## config.mk

```make
export PLATFORM = sky130hd
export DESIGN_NAME = forward_pass
export DESIGN_NICKNAME = d
export VERILOG_FILES = /design/src/rtl/mlp_pkg.sv /design/src/rtl/fwd_mac.sv /design/src/rtl/forward_pass.sv
export SDC_FILE = /design/constraint.sdc
export NUM_CORES = 2
export LEC_CHECK = 0
export ABC_AREA = 0
export CORE_AREA = 2 2 397 399
export DETAILED_ROUTE_END_ITERATION = 8
export DIE_AREA = 0 0 399 401
export SETUP_SLACK_MARGIN = 0.5
export SLEW_MARGIN = 5
export SYNTH_ARGS = -nofsm -noshare
export SYNTH_HDL_FRONTEND = slang
export SYNTH_SLANG_ARGS = --single-unit
```

## constraint.sdc

```tcl
create_clock -name clk -period 12.12 [get_ports clk]
set_input_delay 3.636 -clock clk [delete_from_list [all_inputs] [get_ports clk]]
set_output_delay 3.636 -clock clk [all_outputs]
set_load 0.01 [all_outputs]
```

## src/rtl/mlp_pkg.sv

```systemverilog
// Shared sizes, FSM encoding and fixed-point helpers for the 2-8-3 MLP inference path.
package mlp_pkg;

  localparam int N_IN     = 2;
  localparam int N_HID    = 8;
  localparam int N_OUT    = 3;
  localparam int DW_DEF   = 16;
  localparam int FRAC_DEF = 8;

  typedef enum logic [1:0] {
    IDLE   = 2'd0,
    L0     = 2'd1,
    L1     = 2'd2,
    ARGMAX = 2'd3
  } state_t;

  // Clamp a wide signed value into the signed range of a w-bit word.
  function automatic logic signed [63:0] sat(input logic signed [63:0] v, input int w);
    logic signed [63:0] hi;
    logic signed [63:0] lo;
    hi = (64'sd1 <<< (w - 1)) - 64'sd1;
    lo = -(64'sd1 <<< (w - 1));
    if (v > hi)      sat = hi;
    else if (v < lo) sat = lo;
    else             sat = v;
  endfunction

endpackage

```

## src/rtl/fwd_mac.sv

```systemverilog
// Shared multiply-accumulate: acc = (first ? bias<<FRAC : acc) + a*b, with a saturated
// Q-format view of the value being accumulated this cycle.
module fwd_mac
  import mlp_pkg::*;
#(
  parameter int DW   = DW_DEF,
  parameter int FRAC = FRAC_DEF,
  parameter int ACCW = 2 * DW + 4
) (
  input  logic                 clk,
  input  logic                 rst_n,
  input  logic                 en,
  input  logic                 first,
  input  logic signed [DW-1:0] a,
  input  logic signed [DW-1:0] b,
  input  logic signed [DW-1:0] bias,
  output logic signed [DW-1:0] result
);

  logic signed [2*DW-1:0] prod;
  logic signed [ACCW-1:0] prod_ext;
  logic signed [ACCW-1:0] bias_ext;
  logic signed [ACCW-1:0] base;
  logic signed [ACCW-1:0] sum;
  logic signed [ACCW-1:0] shifted;
  logic signed [63:0]     wide;
  logic signed [ACCW-1:0] acc_q;

  always_comb begin
    prod     = a * b;
    prod_ext = {{(ACCW - 2 * DW){prod[2*DW-1]}}, prod};
    bias_ext = {{(ACCW - DW){bias[DW-1]}}, bias};
    base     = first ? (bias_ext <<< FRAC) : acc_q;
    sum      = base + prod_ext;
    // Arithmetic shift floors toward -inf before saturation.
    shifted  = sum >>> FRAC;
    wide     = {{(64 - ACCW){shifted[ACCW-1]}}, shifted};
    result   = DW'(sat(wide, DW));
  end

  always_ff @(posedge clk or negedge rst_n) begin
    if (!rst_n) begin
      acc_q <= '0;
    end else if (en) begin
      acc_q <= sum;
    end
  end

endmodule

```

## src/rtl/forward_pass.sv

```systemverilog
// Sequential 2-8-3 MLP forward pass: hidden layer with ReLU, output logits and argmax,
// all computed one MAC per cycle through a single shared fwd_mac.
module forward_pass
  import mlp_pkg::*;
#(
  parameter int DATAWIDTH = DW_DEF,
  parameter int FRAC      = FRAC_DEF,
  parameter int ACCW      = 2 * DATAWIDTH + 4
) (
  input  logic                                       clk,
  input  logic                                       rst_n,
  input  logic                                       start,
  input  logic [N_IN-1:0][DATAWIDTH-1:0]             inputs,
  input  logic [N_HID-1:0][N_IN-1:0][DATAWIDTH-1:0]  currW0,
  input  logic [N_HID-1:0][DATAWIDTH-1:0]            currb0,
  input  logic [N_OUT-1:0][N_HID-1:0][DATAWIDTH-1:0] currW1,
  input  logic [N_OUT-1:0][DATAWIDTH-1:0]            currb1,
  output logic                                       busy,
  output logic                                       done,
  output logic [N_HID-1:0][DATAWIDTH-1:0]            reluout,
  output logic [N_OUT-1:0][DATAWIDTH-1:0]            logits,
  output logic [1:0]                                 predictedstate,
  output state_t                                     state_dbg
);

  // Handshake: start is sampled only in IDLE; busy covers L0/L1; done is a one-cycle
  // pulse in ARGMAX, during which busy is already low and start is still ignored.

  state_t                       state_q, state_d;
  logic [2:0]                   n_q;
  logic [2:0]                   k_q;
  logic [1:0]                   j;
  logic [N_IN-1:0][DATAWIDTH-1:0] x_reg;
  logic [1:0]                   pred_q;
  logic [1:0]                   argmax_c;

  logic                         mac_en;
  logic                         mac_first;
  logic                         mac_last;
  logic signed [DATAWIDTH-1:0]  mac_a;
  logic signed [DATAWIDTH-1:0]  mac_b;
  logic signed [DATAWIDTH-1:0]  mac_bias;
  logic signed [DATAWIDTH-1:0]  mac_result;

  assign j = n_q[1:0];

  fwd_mac #(
    .DW   (DATAWIDTH),
    .FRAC (FRAC),
    .ACCW (ACCW)
  ) u_mac (
    .clk    (clk),
    .rst_n  (rst_n),
    .en     (mac_en),
    .first  (mac_first),
    .a      (mac_a),
    .b      (mac_b),
    .bias   (mac_bias),
    .result (mac_result)
  );

  always_ff @(posedge clk or negedge rst_n) begin
    if (!rst_n) begin
      state_q <= IDLE;
    end else begin
      state_q <= state_d;
    end
  end

  always_comb begin
    state_d = state_q;
    case (state_q)
      IDLE:    if (start) state_d = L0;
      L0:      if (k_q == 3'd1 && n_q == 3'd7) state_d = L1;
      L1:      if (k_q == 3'd7 && n_q == 3'd2) state_d = ARGMAX;
      ARGMAX:  state_d = IDLE;
      default: state_d = IDLE;
    endcase
  end

  // Operand selection for the shared MAC.
  always_comb begin
    mac_en    = 1'b0;
    mac_first = 1'b0;
    mac_last  = 1'b0;
    mac_a     = '0;
    mac_b     = '0;
    mac_bias  = '0;
    case (state_q)
      L0: begin
        mac_en    = 1'b1;
        mac_first = (k_q == 3'd0);
        mac_last  = (k_q == 3'd1);
        mac_a     = currW0[n_q][k_q[0]];
        mac_b     = x_reg[k_q[0]];
        mac_bias  = currb0[n_q];
      end
      L1: begin
        mac_en    = 1'b1;
        mac_first = (k_q == 3'd0);
        mac_last  = (k_q == 3'd7);
        mac_a     = currW1[j][k_q];
        mac_b     = reluout[k_q];
        mac_bias  = currb1[j];
      end
      default: ;
    endcase
  end

  // Strict greater-than keeps the lowest index on ties.
  always_comb begin
    logic signed [DATAWIDTH-1:0] best;
    best     = logits[0];
    argmax_c = 2'd0;
    if ($signed(logits[1]) > best) begin
      best     = logits[1];
      argmax_c = 2'd1;
    end
    if ($signed(logits[2]) > best) begin
      argmax_c = 2'd2;
    end
  end

  always_ff @(posedge clk or negedge rst_n) begin
    if (!rst_n) begin
      n_q     <= '0;
      k_q     <= '0;
      x_reg   <= '0;
      reluout <= '0;
      logits  <= '0;
      pred_q  <= '0;
    end else begin
      case (state_q)
        IDLE: begin
          if (start) begin
            x_reg <= inputs;
            n_q   <= '0;
            k_q   <= '0;
          end
        end
        L0: begin
          if (mac_last) begin
            reluout[n_q] <= mac_result[DATAWIDTH-1] ? '0 : mac_result;
            k_q          <= '0;
            n_q          <= (n_q == 3'd7) ? 3'd0 : n_q + 3'd1;
          end else begin
            k_q <= k_q + 3'd1;
          end
        end
        L1: begin
          if (mac_last) begin
            logits[j] <= mac_result;
            k_q       <= '0;
            n_q       <= (n_q == 3'd2) ? 3'd0 : n_q + 3'd1;
          end else begin
            k_q <= k_q + 3'd1;
          end
        end
        ARGMAX: pred_q <= argmax_c;
        default: ;
      endcase
    end
  end

  assign busy           = (state_q == L0) || (state_q == L1);
  assign done           = (state_q == ARGMAX);
  assign predictedstate = done ? argmax_c : pred_q;
  assign state_dbg      = state_q;

endmodule

```

### Word-level counts from Yosys, hierarchy flattened

Cells that the tools add are included.

| storage, ports and cells | value |
|---|---|
| register bits after elaboration | 254 |
| input port bits | 851 |
| output and inout port bits | 182 |
| logic and storage cells | 108 |

| operators by class | value |
|---|---|
| add/sub/neg operators | 3 |
| multiply operators | 1 |
| magnitude comparators | 10 |
| equal/unequal tests | 12 |
| mux-type cells | 48 |
| reduce and logical (&&, ||, !) cells | 16 |

Operator list:

| cell | number |
|---|---|
| 128-bit binary-select mux with 2-bit select | 1 |
| 16-bit two-way mux | 13 |
| 16-bit binary-select mux with 3-bit select | 3 |
| 128-bit bitwise mux | 1 |
| 128-bit two-way mux | 1 |
| 32-bit binary-select mux with 3-bit select | 1 |
| 16-bit one-hot mux with 2 select lines | 3 |
| 48-bit bitwise mux | 1 |
| 16-bit demux with 3-bit select | 1 |
| 36-bit by 32-bit adder with 36-bit output | 1 |
| 36-bit two-way mux | 1 |
| 16-bit binary-select mux with 2-bit select | 1 |
| 16-bit demux with 2-bit select | 1 |
| 16-bit > comparator | 2 |
| 16-bit by 16-bit multiplier with 32-bit output | 1 |
| 32-bit two-way mux | 1 |
| 28-bit by 16-bit > comparator with 1-bit output (second input constant) | 1 |
| 28-bit by 16-bit < comparator with 1-bit output (second input constant) | 1 |
| 3-bit two-way mux | 6 |
| 15-bit two-way mux | 1 |
| 2-bit two-way mux | 5 |
| 2-bit != test (second input constant) | 5 |
| 3-bit one-hot mux with 3 select lines | 1 |
| 3-bit by 4-bit < comparator with 1-bit output (second input constant) | 2 |
| other kinds (24) | 35 |

### Longest topological paths before layout

| logic depth | value |
|---|---|
| depth after elaboration | 12 |
| depth in mapped cells | 40 |
| mapped depth without buffers | 32 |

### Hierarchy

Synthesis repeated with hierarchy kept, for this count alone.

| unflattened totals | value |
|---|---|
| cells, all modules | 3109 |
| area, all modules | 30463.0 sq um |

Modules (own cells, without submodules):

| module | instances | cells each | area each (sq um) |
|---|---|---|---|
| forward_pass | 1 | 1612 | 16643.5 |
| fwd_mac | 1 | 1497 | 13819.5 |

### Worst setup path before layout

Ideal clock, no wire load.

| timing | value |
|---|---|
| kind | input -> register |
| from | input port currW1[282] (netlist bit) |
| to | register reluout[109] (netlist bit) |
| setup time | 125 ps |
| arrival time | 11137 ps |
| required time | 11995 ps |
| setup slack | 859 ps |
| stages | 30 |
| path through | mux4_2 nand2_1 nand2_1 mux4_2 a32oi_1 nand2b_1 clkbuf_1 nor2_1 fa_1 inv_1 fa_1 fa_1 inv_1 fa_1 fa_1 inv_1 fa_1 inv_1 ha_1 a21oi_1 o211ai_1 or2_1 or4_1 o2111ai_1 nand4_1 nor4_1 nand2_2 buf_4 nor2_4 o21ai_1 |

| on the way | value |
|---|---|
| word-level cells in the longest chain between the ends | 12 |
| elaborated cells on any way between the ends | 13 |
| those cells by class | add/sub (1); mul (1); order compare (2); mux (9) |

RTL lines:

| element | line | RTL |
|---|---|---|
| start, declared | forward_pass.sv:16 | `input logic [N_OUT-1:0][N_HID-1:0][DATAWIDTH-1:0] currW1,` |
| 128-bit binary-select mux with 2-bit select (*) | forward_pass.sv:102 | `mac_a = currW1[j][k_q];` |
| 128-bit two-way mux (implied by the code) (*) | forward_pass.sv:102 |  |
| 16-bit binary-select mux with 3-bit select (*) | forward_pass.sv:102 |  |
| 16-bit two-way mux (implied by the code) (*) | forward_pass.sv:102 |  |
| 16-bit one-hot mux with 2 select lines (*) | forward_pass.sv:89 | `case (state_q)` |
| 16-bit by 16-bit multiplier with 32-bit output (*) | fwd_mac.sv:30 | `prod = a * b;` |
| 36-bit by 32-bit adder with 36-bit output (*) | fwd_mac.sv:34 | `sum = base + prod_ext;` |
| 28-bit by 16-bit < comparator with 1-bit output | mlp_pkg.sv:24 | `else if (v < lo) sat = lo;` |
| 16-bit two-way mux | mlp_pkg.sv:24 |  |
| 16-bit two-way mux (*) | mlp_pkg.sv:23 | `if (v > hi) sat = hi;` |
| 15-bit two-way mux (*) | forward_pass.sv:143 | `reluout[n_q] <= mac_result[DATAWIDTH-1] ? '0 : mac_result;` |
| 128-bit bitwise mux (*) | forward_pass.sv:143 |  |
| end signal, assigned by index | forward_pass.sv:143 |  |
| end, declared | forward_pass.sv:20 | `output logic [N_HID-1:0][DATAWIDTH-1:0] reluout,` |

Mark *: on every way between the ends. The rest lies on a longest branch, timed or not. The select of a mux whose other input is x is not followed.
A chain may end at the register's enable or synchronous reset.

### Worst setup path after layout

| timing | value |
|---|---|
| from | input port currW1[236] (netlist bit) |
| to | register logits[22] (netlist bit) |

| on the way | value |
|---|---|
| word-level cells in the longest chain between the ends | 11 |
| elaborated cells on any way between the ends | 12 |
| those cells by class | add/sub (1); mul (1); order compare (2); mux (8) |

RTL lines:

| element | line | RTL |
|---|---|---|
| 128-bit binary-select mux with 2-bit select (*) | forward_pass.sv:102 |  |
| 128-bit two-way mux (implied by the code) (*) | forward_pass.sv:102 |  |
| 16-bit binary-select mux with 3-bit select (*) | forward_pass.sv:102 |  |
| 16-bit two-way mux (implied by the code) (*) | forward_pass.sv:102 |  |
| 16-bit one-hot mux with 2 select lines (*) | forward_pass.sv:89 |  |
| 16-bit by 16-bit multiplier with 32-bit output (*) | fwd_mac.sv:30 |  |
| 36-bit by 32-bit adder with 36-bit output (*) | fwd_mac.sv:34 |  |
| 28-bit by 16-bit < comparator with 1-bit output | mlp_pkg.sv:24 |  |
| 16-bit two-way mux | mlp_pkg.sv:24 |  |
| 16-bit two-way mux (*) | mlp_pkg.sv:23 |  |
| 48-bit bitwise mux (*) | forward_pass.sv:152 | `logits[j] <= mac_result;` |
| end signal, assigned by index | forward_pass.sv:152 |  |
| end, declared | forward_pass.sv:21 | `output logic [N_OUT-1:0][DATAWIDTH-1:0] logits,` |

Marked as above.

==> key figures <==
Timing
  – Period utilization: 95.1%
  – Final Skew: 22.0 ps
  – RSZ-0062 raised after global routing: yes
  – Setup_tns: 0 ps
  – Final Hold Vio Count: 0
  – Max-slew violations: 0
  – # setup viols final: 0
  – Tmin final: 11520 ps
  – Least-Margin Pin Slew: 1420 ps
  – Fmax achieved: 86.8 MHz
  – Worst slew margin: 5.03%

Final layout
  – Area growth syn-to-layout: 63.0%
  – Max FFs per register: 120
  – Largest registers: reluout x120, logits x48, u_mac.acc_q x36
  – Final #Nets: 5796
  – Largest register by flop count: reluout
  – Final Instance Area: 49800 um^2
  – Share of layout cells above drive strength 1: 23.6%
  – Fin cells: 6652

Logic synthesis
  – Cell variety after synth: 83
  – Synth Instances: 3214
  – YS warnings: 0
  – Yosys reg bits: 246
  – Leading area contributor after synthesis: fa_1
  – Synth area leaders: fa_1 (21%), dfrtp_1 (20%), mux4_2 (11%), ha_1 (6.2%), inv_1 (5.0%)
  – Post-Syn Area: 30600 um^2
  – EDFF count, synth: 0
  – Post-synthesis async set-or-reset flop share: 100%
  – Sequential-to-total area share from yosys stat: 20.1%
  – Dominant synthesized flop cell: dfrtp_1
  – Commonest cells post-synth: inv_1 (408), nand2_1 (403), fa_1 (315), dfrtp_1 (246), nor2_1 (246)
  – Avg Synthesized Cell Area: 9.51 um^2
  – Count leader, synth: inv_1
  – Synth top area share: 20.6%

Clock network
  – TritonCTS Buffers: 31
  – H-tree Lvls: 1
  – Root buf cell: clkbuf_16
  – Clock buffer depth: 3
  – Skew-Pair Late Insertion Delay: 620 ps
  – CTS clk-pin slew, worst paths: 60 ps
  – Clk sinks: 246
  – TritonCTS clock tree: done

Floorplan
  – Total die area: 160000 um^2
  – Initial Util: 19.6%
  – # rows: 145
  – # IOs: 1033
  – Core area: 156000 um^2
  – Die height: 401 um
  – Die Width: 399 um

Routing
  – Wirelength per Cell: 29.9 um
  – DRC violations left: 0
  – Antenna-violating nets left: 0
  – Routed wire length: 199000 um
  – Via count: 31535
  – Total iterations of the first detailed-routing run: 5
  – First DRT Iteration DRCs: 2249
  – Drt via density: 4.74

Setup path
  – CP max-delay cell: fa_1
  – WP data arrival: 12010 ps
  – Most numerous cell on the critical path: fa_1
  – Worst path required time: 12610 ps
  – CP Max Fanout: 7
  – CP peak stage delay: 560 ps
  – Setup CP Type: in -> reg
  – Worst Setup Start Kind: primary input
  – Critical Path Sink Type: flop

Run
  – Max Cap Viol: 0

Global routing
  – Number of global-route vias before repair: 32595
  – First-pass GRT wire length: 265000 um
  – Initial antenna violation count: 60
  – Largest net degree at the start of global routing: 129
  – Gr ovfl total: 0
  – Total track usage: 23.8%

Hold path
  – Min-delay worst type: reg -> reg

Run status
  – Outcome: complete, no violations

Placement
  – Post-DP Area: 45700 um^2
  – IO buf count: 1024
  – GP Congestion: 0.965
  – Dpl cells: 6448
  – Post-DP HPWL: 167000 um
[metal layers]
| layer | GRT usage, % | vias to the layer above | share of wire (%) |
|---|---|---|---|
| met5 | 0 | - | 0.033 |
| met4 | 14.0 | 10 | 6.3 |
| met3 | 8.00 | 344 | 10 |
| met2 | 38.2 | 1483 | 46 |
| met1 | 27.5 | 16010 | 37 |
| li1 | - | 13688 | - |
[layout make-up]
type                            count  area [um^2]
Tap cell                         2058         2570
Timing Repair Buffer             1429        14500
Antenna cell                       90          225
Clock buffer                       37          828
Sequential cell                   246         6170
Multi-Input combinational cell   2362        23700
Clock inverter                     21          282
Fill cell                       16037       106000
Inverter                          409         1540
[placed cells by master (no fill, tap or decap), types with 35 or more instances in the layout]
cell type / count
o21ai_1: 102
inv_1: 390
mux2i_1: 67
nor2_1: 222
o21ai_2: 39
clkdlybuf4s50_1: 876
dlymetal6s2s_1: 144
dfrtp_1: 241
a22oi_1: 87
fa_1: 298
mux2_2: 86
nand2b_1: 35
clkbuf_16: 37
a221oi_1: 43
nand2_2: 46
mux4_2: 149
buf_4: 322
nand2_1: 342
o21ai_0: 79
a21oi_1: 90
diode_2: 90
buf_12: 43
ha_1: 131
[final timing paths]
path	startpoint	to	slack [ps]	depth (start not counted)
min	u_mac.acc_q[27]$_DFFE_PN0N_	u_mac.acc_q[27]$_DFFE_PN0N_	490	1
min in group asynchronous	rst_n	logits[1]$_DFFE_PN0P_	3170	1
min reg2reg	u_mac.acc_q[27]$_DFFE_PN0N_	u_mac.acc_q[27]$_DFFE_PN0N_	490	1
max	currW1[236]	logits[22]$_DFFE_PN0P_	600	32
max in group asynchronous	rst_n	n_q[1]$_DFFE_PN0P_	7590	2
max reg2reg	n_q[0]$_DFFE_PN0P_	logits[22]$_DFFE_PN0P_	1910	36
[through the flow]
step	utilization, %	setup slack, ps	hold slack, ps
2_1_floorplan	-	859	454
3_3_place_gp	29.4	-958	472
3_5_place_dp	29.4	-916	479
4_1_cts	30.4	405	492
5_1_grt	32.0	443	502
6_report	32.0	596	490
[worst max-delay path: cells and delay by family]
family	cells	cell delay (ps)
and+or+nand+nor	7	1570
adders and majority gates	7	3420
AOI/OAI and AO/OA	5	810
muxes	2	1030
buffers and inverters	11	1520
[repair_timing]
item | CTS | global route
hold buffers | 0 | 0
cloned | 4 | 10
setup buffers | 10 | 32
gates resized for setup | 71 | 463
pin swaps | 19 | 136
endpoints found under the setup margin | 173 | 170
[logic make-up (layout without fill, tap and decap cells)]
group,after synthesis,in the layout,share of synthesized area (%)
AOI/OAI and AO/OA,632,632,13.7
and+or+nand+nor,917,922,13.8
adders and majority gates,466,466,26.8
muxes,304,304,16.4
DFF,246,246,20.1
buffers and inverters,618,1896,8.19
xor gates and xnor gates,30,30,0.933
other,1,98,0.0123
Power is not shown: default switching activity piles up to over one toggle a cycle in this logic, so the estimate is an artifact.
